`config.mk`:
```
export PLATFORM = sky130hd
export DESIGN_NAME = gcd_sc_timing_monitor
export DESIGN_NICKNAME = d
export VERILOG_FILES = /design/src/rtl/gcd_sc_timing_monitor.sv
export SDC_FILE = /design/constraint.sdc
export NUM_CORES = 1
export LEC_CHECK = 0
export CAP_MARGIN = 20
export CORE_MARGIN = 3
export CORE_UTILIZATION = 25
export DETAILED_ROUTE_END_ITERATION = 16
export DONT_BUFFER_PORTS = 1
export GPL_ROUTABILITY_DRIVEN = 0
export PLACE_DENSITY = 0.45
export SYNTH_ARGS = -nofsm -noshare
export SYNTH_HDL_FRONTEND = slang
export SYNTH_SLANG_ARGS = --single-unit
export TNS_END_PERCENT = 10
```
`constraint.sdc`:
```
create_clock -name clk -period 3.1 [get_ports clk]
set_input_delay 0.62 -clock clk [delete_from_list [all_inputs] [get_ports clk]]
set_output_delay 0.62 -clock clk [all_outputs]
set_load 0.1 [all_outputs]
```
`src/rtl/gcd_sc_timing_monitor.sv`:
```
// Start-to-finish latency monitor for the two gcd copies of a self-composed harness.
// Reports each copy's latency, their skew, and a leak flag when the copies' timing diverges.
module gcd_sc_timing_monitor #(
  parameter int CNT_WIDTH = 16,
  parameter int TIMEOUT   = 1024
) (
  input  logic                 clk,
  input  logic                 rst_n,
  input  logic                 start,
  input  logic                 finish_1,
  input  logic                 finish_2,
  output logic                 busy,
  output logic                 done,
  output logic [CNT_WIDTH-1:0] lat_1,
  output logic [CNT_WIDTH-1:0] lat_2,
  output logic [CNT_WIDTH-1:0] skew,
  output logic                 leak,
  output logic                 timeout
);

  typedef enum logic [1:0] {
    IDLE = 2'd0,
    RUN  = 2'd1,
    DONE = 2'd2
  } state_t;

  localparam logic [CNT_WIDTH-1:0] TIMEOUT_C = CNT_WIDTH'(TIMEOUT);

  state_t               state_q;
  logic [CNT_WIDTH-1:0] cnt_q;
  logic [CNT_WIDTH-1:0] lat1_q;
  logic [CNT_WIDTH-1:0] lat2_q;
  logic [CNT_WIDTH-1:0] skew_q;
  logic                 seen1_q;
  logic                 seen2_q;
  logic                 fin1_q;
  logic                 fin2_q;
  logic                 busy_q;
  logic                 done_q;
  logic                 leak_q;
  logic                 timeout_q;

  logic                 rise_1;
  logic                 rise_2;
  logic                 seen1_d;
  logic                 seen2_d;
  logic                 both_d;

  function automatic logic [CNT_WIDTH-1:0] abs_diff(input logic [CNT_WIDTH-1:0] a,
                                                    input logic [CNT_WIDTH-1:0] b);
    return (a >= b) ? (a - b) : (b - a);
  endfunction

  // Only a fresh low-to-high transition counts, so a level held over from a previous run is ignored.
  assign rise_1  = finish_1 & ~fin1_q;
  assign rise_2  = finish_2 & ~fin2_q;
  assign seen1_d = seen1_q | rise_1;
  assign seen2_d = seen2_q | rise_2;
  assign both_d  = seen1_d & seen2_d;

  always_ff @(posedge clk or negedge rst_n) begin
    if (!rst_n) begin
      state_q   <= IDLE;
      cnt_q     <= '0;
      lat1_q    <= '0;
      lat2_q    <= '0;
      skew_q    <= '0;
      seen1_q   <= 1'b0;
      seen2_q   <= 1'b0;
      fin1_q    <= 1'b0;
      fin2_q    <= 1'b0;
      busy_q    <= 1'b0;
      done_q    <= 1'b0;
      leak_q    <= 1'b0;
      timeout_q <= 1'b0;
    end else begin
      fin1_q <= finish_1;
      fin2_q <= finish_2;
      done_q <= 1'b0;
      case (state_q)
        IDLE: begin
          if (start) begin
            state_q   <= RUN;
            cnt_q     <= {{(CNT_WIDTH-1){1'b0}}, 1'b1};
            seen1_q   <= 1'b0;
            seen2_q   <= 1'b0;
            lat1_q    <= '0;
            lat2_q    <= '0;
            skew_q    <= '0;
            leak_q    <= 1'b0;
            timeout_q <= 1'b0;
            busy_q    <= 1'b1;
          end
        end
        RUN: begin
          if (rise_1 && !seen1_q) begin
            lat1_q  <= cnt_q;
            seen1_q <= 1'b1;
          end
          if (rise_2 && !seen2_q) begin
            lat2_q  <= cnt_q;
            seen2_q <= 1'b1;
          end
          // A capture on the final counted cycle wins over the timeout.
          if (both_d) begin
            state_q <= DONE;
          end else if (cnt_q == TIMEOUT_C) begin
            state_q   <= DONE;
            timeout_q <= 1'b1;
          end else begin
            cnt_q <= cnt_q + 1'b1;
          end
        end
        DONE: begin
          done_q  <= 1'b1;
          busy_q  <= 1'b0;
          state_q <= IDLE;
          if (timeout_q) begin
            leak_q <= seen1_q ^ seen2_q;
            skew_q <= '0;
          end else begin
            leak_q <= (lat1_q != lat2_q);
            skew_q <= abs_diff(lat1_q, lat2_q);
          end
        end
        default: state_q <= IDLE;
      endcase
    end
  end

  assign busy    = busy_q;
  assign done    = done_q;
  assign lat_1   = lat1_q;
  assign lat_2   = lat2_q;
  assign skew    = skew_q;
  assign leak    = leak_q;
  assign timeout = timeout_q;

endmodule

```
==> metrics.txt, run 1 <==
# TYPE chip_impl_metric gauge
chip_impl_metric{name="vias",unit=""} 3879
chip_impl_metric{name="wire_per_inst",unit="um"} 16.9
chip_impl_info{name="dominantRegCellSynth",value="sky130_fd_sc_hd__dfrtp_1"} 1
chip_impl_metric{name="cts.path.max_buffers",unit=""} 2
chip_impl_metric{name="ys_seq_elements",unit=""} 74
chip_impl_info{name="clk_root_buffer_cell",value="sky130_fd_sc_hd__clkbuf_16"} 1
chip_impl_metric{name="num_antenna_cells",unit=""} 0
chip_impl_metric{name="power_switching_share",unit="%"} 50.6
chip_impl_metric{name="initial_utilization",unit="%"} 26.0
chip_impl_metric{name="path_buf_inv",unit=""} 3
chip_impl_metric{name="track_usage",unit="%"} 14.2
chip_impl_metric{name="final.setup.worst_slack",unit="ps"} -129
chip_impl_metric{name="detailed_routing_iterations_pass_1",unit=""} 5
chip_impl_info{name="commonest_cells_after_routing_fill_and_taps_aside",value="74 x sky130_fd_sc_hd__nand2_1, 62 x sky130_fd_sc_hd__buf_4, 53 x sky130_fd_sc_hd__dfrtp_1, 43 x sky130_fd_sc_hd__o21ai_0, 40 x sky130_fd_sc_hd__inv_1"} 1
chip_impl_metric{name="die_x",unit="um"} 141
chip_impl_metric{name="dieHeight",unit="um"} 141
chip_impl_metric{name="numCtsBuffers",unit=""} 9
chip_impl_info{name="cpLargestDelayFamily",value="compound AO/OA/AOI/OAI gates"} 1
chip_impl_metric{name="fp-row-count",unit=""} 48
chip_impl_metric{name="post_synthesis_instance_total",unit=""} 521
chip_impl_metric{name="combPwrFrac",unit="%"} 57.0
chip_impl_metric{name="path_clk_slew",unit="ps"} 60
chip_impl_metric{name="post-dp-hpwl",unit="um"} 10600
chip_impl_metric{name="remaining_drc_errors",unit=""} 0
chip_impl_metric{name="vdd.ir_drop.worst",unit="mV"} 0.512
chip_impl_metric{name="ys_async_sr_fraction",unit="%"} 100
chip_impl_metric{name="path_max_fanout",unit=""} 3
chip_impl_info{name="tritoncts",value="done"} 1
chip_impl_metric{name="total_switching_power",unit="mW"} 3.62
chip_impl_info{name="timing.critical_path.to_type",value="flip-flop"} 1
chip_impl_metric{name="max_slew.worst_pin.slew",unit="ps"} 951
chip_impl_metric{name="cellInternalPower",unit="mW"} 3.54
chip_impl_metric{name="post_cts_setup_buffer_count",unit=""} 0
chip_impl_metric{name="stage_delay_of_the_slowest_cell_on_the_critical_path",unit="ps"} 500
chip_impl_info{name="path_class",value="flip-flop to flip-flop"} 1
chip_impl_metric{name="pin_count_of_the_biggest_net_entering_global_routing",unit=""} 75
chip_impl_metric{name="core_region_area",unit="um^2"} 17500
chip_impl_metric{name="antenna_left",unit=""} 0
chip_impl_metric{name="setup_viol",unit=""} 5
chip_impl_metric{name="clock_power_share",unit="%"} 15.4
chip_impl_metric{name="clock_insertion_delay_worst_skew",unit="ps"} 340
chip_impl_metric{name="cellLeakagePower",unit="nW"} 2.59
chip_impl_metric{name="power.density_cell_area",unit="nW/um^2"} 1260
chip_impl_metric{name="fraction_of_final_layout_cells_with_drive_strength_greater_than_1",unit="%"} 21.1
chip_impl_metric{name="antenna_violations_before_repair",unit=""} 0
chip_impl_metric{name="nets",unit=""} 612
chip_impl_metric{name="cap_violations",unit=""} 0
chip_impl_metric{name="timing_max_transition_violations_final",unit=""} 0
chip_impl_info{name="path_cells",value="inv_4 > ha_4 > inv_2 > fa_2 > a211o_1 > a2111oi_4 > buf_4 > o31ai_1 > and2_1 > o31ai_1 > o311ai_1 > a31o_1 > a32o_1"} 1
chip_impl_metric{name="grt_remaining_overflow",unit=""} 0
chip_impl_info{name="run_status",value="finished, violations left"} 1
chip_impl_metric{name="grt_pass1_wl",unit="um"} 22100
chip_impl_metric{name="mapped_nets",unit=""} 561
chip_impl_info{name="path_common_cell",value="sky130_fd_sc_hd__o31ai_1"} 1
chip_impl_metric{name="netlist_area",unit="um^2"} 4550
chip_impl_info{name="type_of_the_worst_min_delay_path",value="input port to async pin"} 1
chip_impl_metric{name="first_global_vias",unit=""} 3930
chip_impl_metric{name="numPortBuffers",unit=""} 0
chip_impl_metric{name="data_required_time_at_the_worst_endpoint",unit="ps"} 3330
chip_impl_info{name="critical_path.slowest_cell",value="sky130_fd_sc_hd__dfrtp_4"} 1
chip_impl_metric{name="fin_crit_sh",unit="%"} 104
chip_impl_metric{name="finish.utilization",unit="%"} 32.3
chip_impl_metric{name="cts_max_level",unit=""} 3
chip_impl_metric{name="post_synthesis_mean_instance_area",unit="um^2"} 8.74
chip_impl_metric{name="die_area",unit="um^2"} 19900
chip_impl_info{name="critical_path.startpoint_type",value="flip-flop"} 1
chip_impl_metric{name="synthesis_warnings",unit=""} 0
chip_impl_metric{name="i_o_pins",unit=""} 57
chip_impl_info{name="most_common_library_cell_in_the_layout_ignoring_fill_and_taps",value="sky130_fd_sc_hd__nand2_1"} 1
chip_impl_metric{name="data_arrival_time_of_the_critical_path",unit="ps"} 3460
chip_impl_metric{name="detail_route.wirelength",unit="um"} 13600
chip_impl_metric{name="power.sequential.fraction",unit="%"} 27.6
chip_impl_metric{name="worst_hold_slack",unit="ps"} 149
chip_impl_metric{name="area.growth.synth_to_final",unit="%"} 24.2
chip_impl_metric{name="vias_per_instance",unit=""} 4.84
chip_impl_metric{name="synth-seq-area-share",unit="%"} 40.7
chip_impl_metric{name="synth-edff-count",unit=""} 0
chip_impl_metric{name="yosys.cell_types.count",unit=""} 58
chip_impl_metric{name="timing.slew.headroom",unit="%"} 36.6
chip_impl_metric{name="final_hold_viol_count",unit=""} 0
chip_impl_info{name="violations",value="negative setup slack"} 1
chip_impl_metric{name="timing.fmax",unit="MHz"} 310
chip_impl_metric{name="finalClockSkew",unit="ps"} 5.57
chip_impl_metric{name="fin_crit",unit="ps"} 3230
chip_impl_info{name="unrepaired_setup_endpoints_after_global_routing",value="yes"} 1
chip_impl_metric{name="cts.sink_count",unit=""} 74
chip_impl_metric{name="detailedRoute.firstIterationViolations",unit=""} 249
layer usage:
metal / vias up / global-route usage (%) / wire [um]
met1: 1870 / 18.5 / 6010
met3: 11 / 4.31 / 820
met4: 0 / 3.88 / 178
li1: 1897 / - / -
met5: - / 0 / 0
met2: 101 / 22.9 / 6560
sequential cells by signal, summed over array words and instances, names as in the netlist, 2 cells and up:
name	flops
skew	16
lat_1	16
lat_2	16
cnt_q	16
state_q	2
synthesized netlist by cell type, types with 2 or more instances:
library cell                 n  share of area (%)
sky130_fd_sc_hd__xnor2_1     8                1.5
sky130_fd_sc_hd__clkbuf_1   22                1.8
sky130_fd_sc_hd__nand2_1    74                6.1
sky130_fd_sc_hd__nor2_1     35                2.9
sky130_fd_sc_hd__nand2b_1    3               0.41
sky130_fd_sc_hd__nand3_1    16                1.8
sky130_fd_sc_hd__nor2b_1     8                1.1
sky130_fd_sc_hd__fa_1        2               0.88
sky130_fd_sc_hd__o21ai_1    17                1.9
sky130_fd_sc_hd__a21oi_1    23                2.5
sky130_fd_sc_hd__and3_1      7               0.96
sky130_fd_sc_hd__o31ai_1     4               0.66
sky130_fd_sc_hd__a21o_1     13                2.1
sky130_fd_sc_hd__inv_1      42                3.5
sky130_fd_sc_hd__nor3b_1     3               0.49
sky130_fd_sc_hd__o21ai_0    44                4.8
sky130_fd_sc_hd__and2_1      5               0.69
sky130_fd_sc_hd__xor2_1     18                3.5
sky130_fd_sc_hd__dfrtp_1    74                 41
sky130_fd_sc_hd__nand4_1     8                1.1
sky130_fd_sc_hd__o2111ai_1   2               0.38
sky130_fd_sc_hd__o211ai_1    4               0.66
sky130_fd_sc_hd__a221oi_1    2               0.38
sky130_fd_sc_hd__a31oi_1     4               0.55
sky130_fd_sc_hd__o31a_1      2               0.38
sky130_fd_sc_hd__nor4_1      3               0.41
sky130_fd_sc_hd__a211o_1     4               0.77
sky130_fd_sc_hd__and4_1      3               0.58
sky130_fd_sc_hd__buf_2       2               0.22
sky130_fd_sc_hd__mux2i_1     5                1.1
sky130_fd_sc_hd__nor3_1      5               0.55
sky130_fd_sc_hd__ha_1       33                9.1
final cells by class:
type / instances / area [um^2]
clock buffers: 10 / 239
clock inverters: 6 / 72.6
fillers: 1876 / 11900
inverters: 42 / 160
multi-input cells: 380 / 2490
flip-flops and latches: 74 / 1890
well taps: 225 / 282
repair buffers: 65 / 524
what timing repair did:
action	in CTS	in global routing
gates cloned	0	0
hold buffers	1	0
pin swaps	3	2
gates resized for setup	5	7
setup endpoints to repair	11	14
hold endpoints to repair	74	0
per-stage QoR:
stage	std cells	setup slack [ps]	instance area (um^2)	TNS (ps)	power, mW
final	802	-129	5660	-354	7.16
after global routing	802	-241	5660	-1650	7.63
after CTS	802	-153	5620	-447	7.12
after detailed placement	785	-123	5270	-465	5.90
after global placement	785	-62.2	5270	-157	5.85
after floorplan	521	-148	4590	-749	4.56
power by group through the flow:
stage	Sequential, mW	Clock, mW	Combinational (mW)
6_report	1.98	1.10	4.08
5_1_grt	2.01	1.18	4.44
4_1_cts	1.98	1.14	4.00
3_5_place_dp	2.00	0	3.90
3_3_place_gp	1.99	0	3.86
2_1_floorplan	2.22	0	2.34
path summary, 6_finish.rpt:
| path | endpoint | cells past startpoint | start | slack (ps) |
|---|---|---|---|---|
| setup / recovery | skew[15]$_DFFE_PN0P_ | 13 | lat_1[0]$_DFFE_PN0P_ | -130 |
| max in group asynchronous | lat_1[9]$_DFFE_PN0P_ | 1 | rst_n | 2580 |
| hold / removal | cnt_q[4]$_DFFE_PN0P_ | 1 | rst_n | 150 |
| min in group clk | fin1_q$_DFF_PN0_ | 0 | finish_1 | 300 |
| setup reg to reg | skew[15]$_DFFE_PN0P_ | 13 | lat_1[0]$_DFFE_PN0P_ | -130 |
| hold reg to reg | lat_1[5]$_DFFE_PN0P_ | 2 | lat_1[5]$_DFFE_PN0P_ | 530 |
logic make-up (layout without fill, tap and decap cells):
logic type | after synthesis | after routing | share of synthesized area (%)
xor gates and xnor gates | 26 | 26 | 5.00
muxes | 6 | 6 | 1.35
adders and majority gates | 35 | 35 | 9.95
buffers and inverters | 67 | 123 | 5.74
AOI/OAI and AO/OA | 136 | 136 | 19.0
DFF | 74 | 74 | 40.7
and+or+nand+nor | 177 | 177 | 18.3
Power figures use the tool's default switching activity.
==> inputs of run 2 (changes only) <==
--- a/config.mk
+++ b/config.mk
@@ -12,6 +12,8 @@
 export DONT_BUFFER_PORTS = 1
 export GPL_ROUTABILITY_DRIVEN = 0
 export PLACE_DENSITY = 0.45
+export SKIP_LAST_GASP = 1
+export SLEW_MARGIN = 20
 export SYNTH_ARGS = -nofsm -noshare
 export SYNTH_HDL_FRONTEND = slang
 export SYNTH_SLANG_ARGS = --single-unit
==> run 2 against run 1 <==
Net effect:
- sequential cell count unchanged
- clock power hardly changed
- the flow still finishes with violations (negative setup slack)
- largest cell class unchanged
- cell area decreased by 0.82%
- maximum frequency down 1.4%
- critical path depth unchanged
- global-route usage about the same
- worst hold slack lost 2.0 ps
==> metrics.txt, run 2 (synthesized netlist as in run 1, its figures left out) <==
# TYPE chip_impl_metric gauge
chip_impl_info{name="run_status",value="finished, violations left"} 1
chip_impl_info{name="violations",value="negative setup slack"} 1
chip_impl_metric{name="area.growth.synth_to_final",unit="%"} 23.2
chip_impl_metric{name="detailedRoute.firstIterationViolations",unit=""} 226
chip_impl_metric{name="cts.sink_count",unit=""} 74
chip_impl_metric{name="antenna_violations_before_repair",unit=""} 0
chip_impl_metric{name="detail_route.wirelength",unit="um"} 13500
chip_impl_metric{name="numCtsBuffers",unit=""} 9
chip_impl_info{name="most_common_library_cell_in_the_layout_ignoring_fill_and_taps",value="sky130_fd_sc_hd__nand2_1"} 1
chip_impl_metric{name="vias",unit=""} 3851
chip_impl_metric{name="die_x",unit="um"} 141
chip_impl_metric{name="data_arrival_time_of_the_critical_path",unit="ps"} 3510
chip_impl_metric{name="first_global_vias",unit=""} 3912
chip_impl_info{name="tritoncts",value="done"} 1
chip_impl_info{name="critical_path.reg2reg.startpoint",value="lat_1[0]$_DFFE_PN0P_"} 1
chip_impl_metric{name="remaining_drc_errors",unit=""} 0
chip_impl_info{name="timing.critical_path.from",value="lat_1[0]$_DFFE_PN0P_"} 1
chip_impl_metric{name="cellLeakagePower",unit="nW"} 2.58
chip_impl_metric{name="wire_per_inst",unit="um"} 16.9
chip_impl_info{name="clk_root_buffer_cell",value="sky130_fd_sc_hd__clkbuf_16"} 1
chip_impl_metric{name="timing_max_transition_violations_final",unit=""} 0
chip_impl_metric{name="total_switching_power",unit="mW"} 3.55
chip_impl_metric{name="timing.fmax",unit="MHz"} 305
chip_impl_metric{name="vdd.ir_drop.worst",unit="mV"} 0.499
chip_impl_info{name="critical_path.slowest_cell",value="sky130_fd_sc_hd__dfrtp_4"} 1
chip_impl_info{name="type_of_the_worst_min_delay_path",value="input port to async pin"} 1
chip_impl_metric{name="combPwrFrac",unit="%"} 56.3
chip_impl_metric{name="path_max_fanout",unit=""} 3
chip_impl_info{name="path_common_cell",value="sky130_fd_sc_hd__o31ai_1"} 1
chip_impl_info{name="critical_path.startpoint_type",value="flip-flop"} 1
chip_impl_metric{name="path_clk_slew",unit="ps"} 70
chip_impl_metric{name="final_hold_viol_count",unit=""} 0
chip_impl_metric{name="antenna_left",unit=""} 0
chip_impl_metric{name="r2r_slack",unit="ps"} -170
chip_impl_metric{name="i_o_pins",unit=""} 57
chip_impl_info{name="timing.critical_path.to_type",value="flip-flop"} 1
chip_impl_metric{name="cts_max_level",unit=""} 3
chip_impl_metric{name="setup_viol",unit=""} 11
chip_impl_info{name="path_cells",value="inv_2 > ha_1 > inv_1 > fa_2 > a211o_1 > a2111oi_4 > buf_4 > o31ai_1 > and2_1 > o31ai_1 > o311ai_1 > a31o_1 > a32o_1"} 1
chip_impl_metric{name="power.sequential.fraction",unit="%"} 28.0
chip_impl_metric{name="final.setup.worst_slack",unit="ps"} -175
chip_impl_metric{name="data_required_time_at_the_worst_endpoint",unit="ps"} 3330
chip_impl_metric{name="cellInternalPower",unit="mW"} 3.48
chip_impl_metric{name="fin_setup_tns",unit="ps"} -867
chip_impl_metric{name="grt_pass1_wl",unit="um"} 22100
chip_impl_metric{name="max_slew.worst_pin.slew",unit="ps"} 960
chip_impl_metric{name="pin_count_of_the_biggest_net_entering_global_routing",unit=""} 75
chip_impl_metric{name="core_region_area",unit="um^2"} 17500
chip_impl_metric{name="rr_worst_depth",unit=""} 13
chip_impl_info{name="unrepaired_setup_endpoints_after_global_routing",value="yes"} 1
chip_impl_metric{name="fin_crit_sh",unit="%"} 106
chip_impl_metric{name="dieHeight",unit="um"} 141
chip_impl_metric{name="cts.path.max_buffers",unit=""} 2
chip_impl_metric{name="cap_violations",unit=""} 0
chip_impl_info{name="regToRegEndpoint",value="skew[15]$_DFFE_PN0P_"} 1
chip_impl_metric{name="vias_per_instance",unit=""} 4.80
chip_impl_metric{name="power.density_cell_area",unit="nW/um^2"} 1250
chip_impl_metric{name="detailed_routing_iterations_pass_1",unit=""} 4
chip_impl_metric{name="final_cell_area",unit="um^2"} 5610
chip_impl_metric{name="fraction_of_final_layout_cells_with_drive_strength_greater_than_1",unit="%"} 20.1
chip_impl_metric{name="fp-row-count",unit=""} 48
chip_impl_metric{name="timing.slew.headroom",unit="%"} 36.0
chip_impl_metric{name="die_area",unit="um^2"} 19900
chip_impl_metric{name="finalClockSkew",unit="ps"} 6.69
chip_impl_metric{name="num_antenna_cells",unit=""} 0
chip_impl_info{name="path_class",value="flip-flop to flip-flop"} 1
chip_impl_metric{name="fin_crit",unit="ps"} 3270
chip_impl_metric{name="initial_utilization",unit="%"} 26.0
chip_impl_metric{name="dp_slack",unit="ps"} -123
chip_impl_metric{name="grt_remaining_overflow",unit=""} 0
chip_impl_metric{name="nets",unit=""} 612
chip_impl_metric{name="stage_delay_of_the_slowest_cell_on_the_critical_path",unit="ps"} 490
chip_impl_metric{name="numPortBuffers",unit=""} 0
chip_impl_metric{name="clock_insertion_delay_worst_skew",unit="ps"} 340
chip_impl_metric{name="post-dp-hpwl",unit="um"} 10600
chip_impl_metric{name="placed_area",unit="um^2"} 5270
chip_impl_info{name="commonest_cells_after_routing_fill_and_taps_aside",value="74 x sky130_fd_sc_hd__nand2_1, 63 x sky130_fd_sc_hd__buf_4, 53 x sky130_fd_sc_hd__dfrtp_1, 44 x sky130_fd_sc_hd__o21ai_0, 41 x sky130_fd_sc_hd__inv_1"} 1
chip_impl_metric{name="track_usage",unit="%"} 14.2
chip_impl_metric{name="power_switching_share",unit="%"} 50.5
chip_impl_metric{name="clock_power_share",unit="%"} 15.7
## run 2: worst max path at each step
| stage | slack (ps) | cells past startpoint | to |
|---|---|---|---|
| after floorplan | -150 | 12 | skew[3]$_DFFE_PN0P_ |
| after global placement | -60 | 12 | skew[3]$_DFFE_PN0P_ |
| after detailed placement | -120 | 12 | skew[3]$_DFFE_PN0P_ |
| after CTS | -150 | 12 | skew[3]$_DFFE_PN0P_ |
| after global routing | -280 | 12 | skew[3]$_DFFE_PN0P_ |
| final | -170 | 13 | skew[15]$_DFFE_PN0P_ |
## run 2: power groups by stage
stage | Sequential [mW] | Clock, mW | Combinational, mW
finish | 1.97 | 1.10 | 3.96
global route | 2.01 | 1.18 | 4.32
CTS | 1.98 | 1.14 | 3.94
detailed placement | 2.00 | 0 | 3.90
global placement | 1.99 | 0 | 3.86
floorplan | 2.22 | 0 | 2.34
## run 2: final cells by class
| type | instances | area [um^2] |
|---|---|---|
| Tap cell | 225 | 282 |
| Clock buffer | 10 | 239 |
| Multi-Input combinational cell | 380 | 2450 |
| Clock inverter | 6 | 72.6 |
| Sequential cell | 74 | 1890 |
| Timing Repair Buffer | 65 | 520 |
| Fill cell | 1878 | 11900 |
| Inverter | 42 | 158 |
## run 2: stage by stage
step / power, mW / util, % / cells / hold WS (ps)
after floorplan: 4.56 / - / 521 / 324
after global placement: 5.85 / 30.0 / 785 / 330
after detailed placement: 5.90 / 30.0 / 785 / 329
after CTS: 7.05 / 32.0 / 802 / 183
after global routing: 7.51 / 32.0 / 802 / 197
final: 7.03 / 32.0 / 802 / 147
## run 2: routing by layer
metal | track usage (%) | part of all wire [%] | vias up
met3 | 4.31 | 5.9 | 13
met5 | 0 | 0 | -
met1 | 18.6 | 45 | 1858
met4 | 3.88 | 1.4 | 0
li1 | - | - | 1897
met2 | 22.8 | 48 | 83
## run 2: timing repair
item                                   CTS  global route
resized for setup                        0             1
setup endpoints to repair               11            15
hold buffers                             1             0
endpoints found under the hold margin   74             0
pin swaps                                1             0
buffers inserted                         0             0
## run 2: critical path: cells and delay by family (launching register included)
kind,cells,cell delay (ps)
adders and majority gates,2,500
and+or+nand+nor,1,190
AOI/OAI and AO/OA,7,1700
DFF,1,490
buffers and inverters,3,290
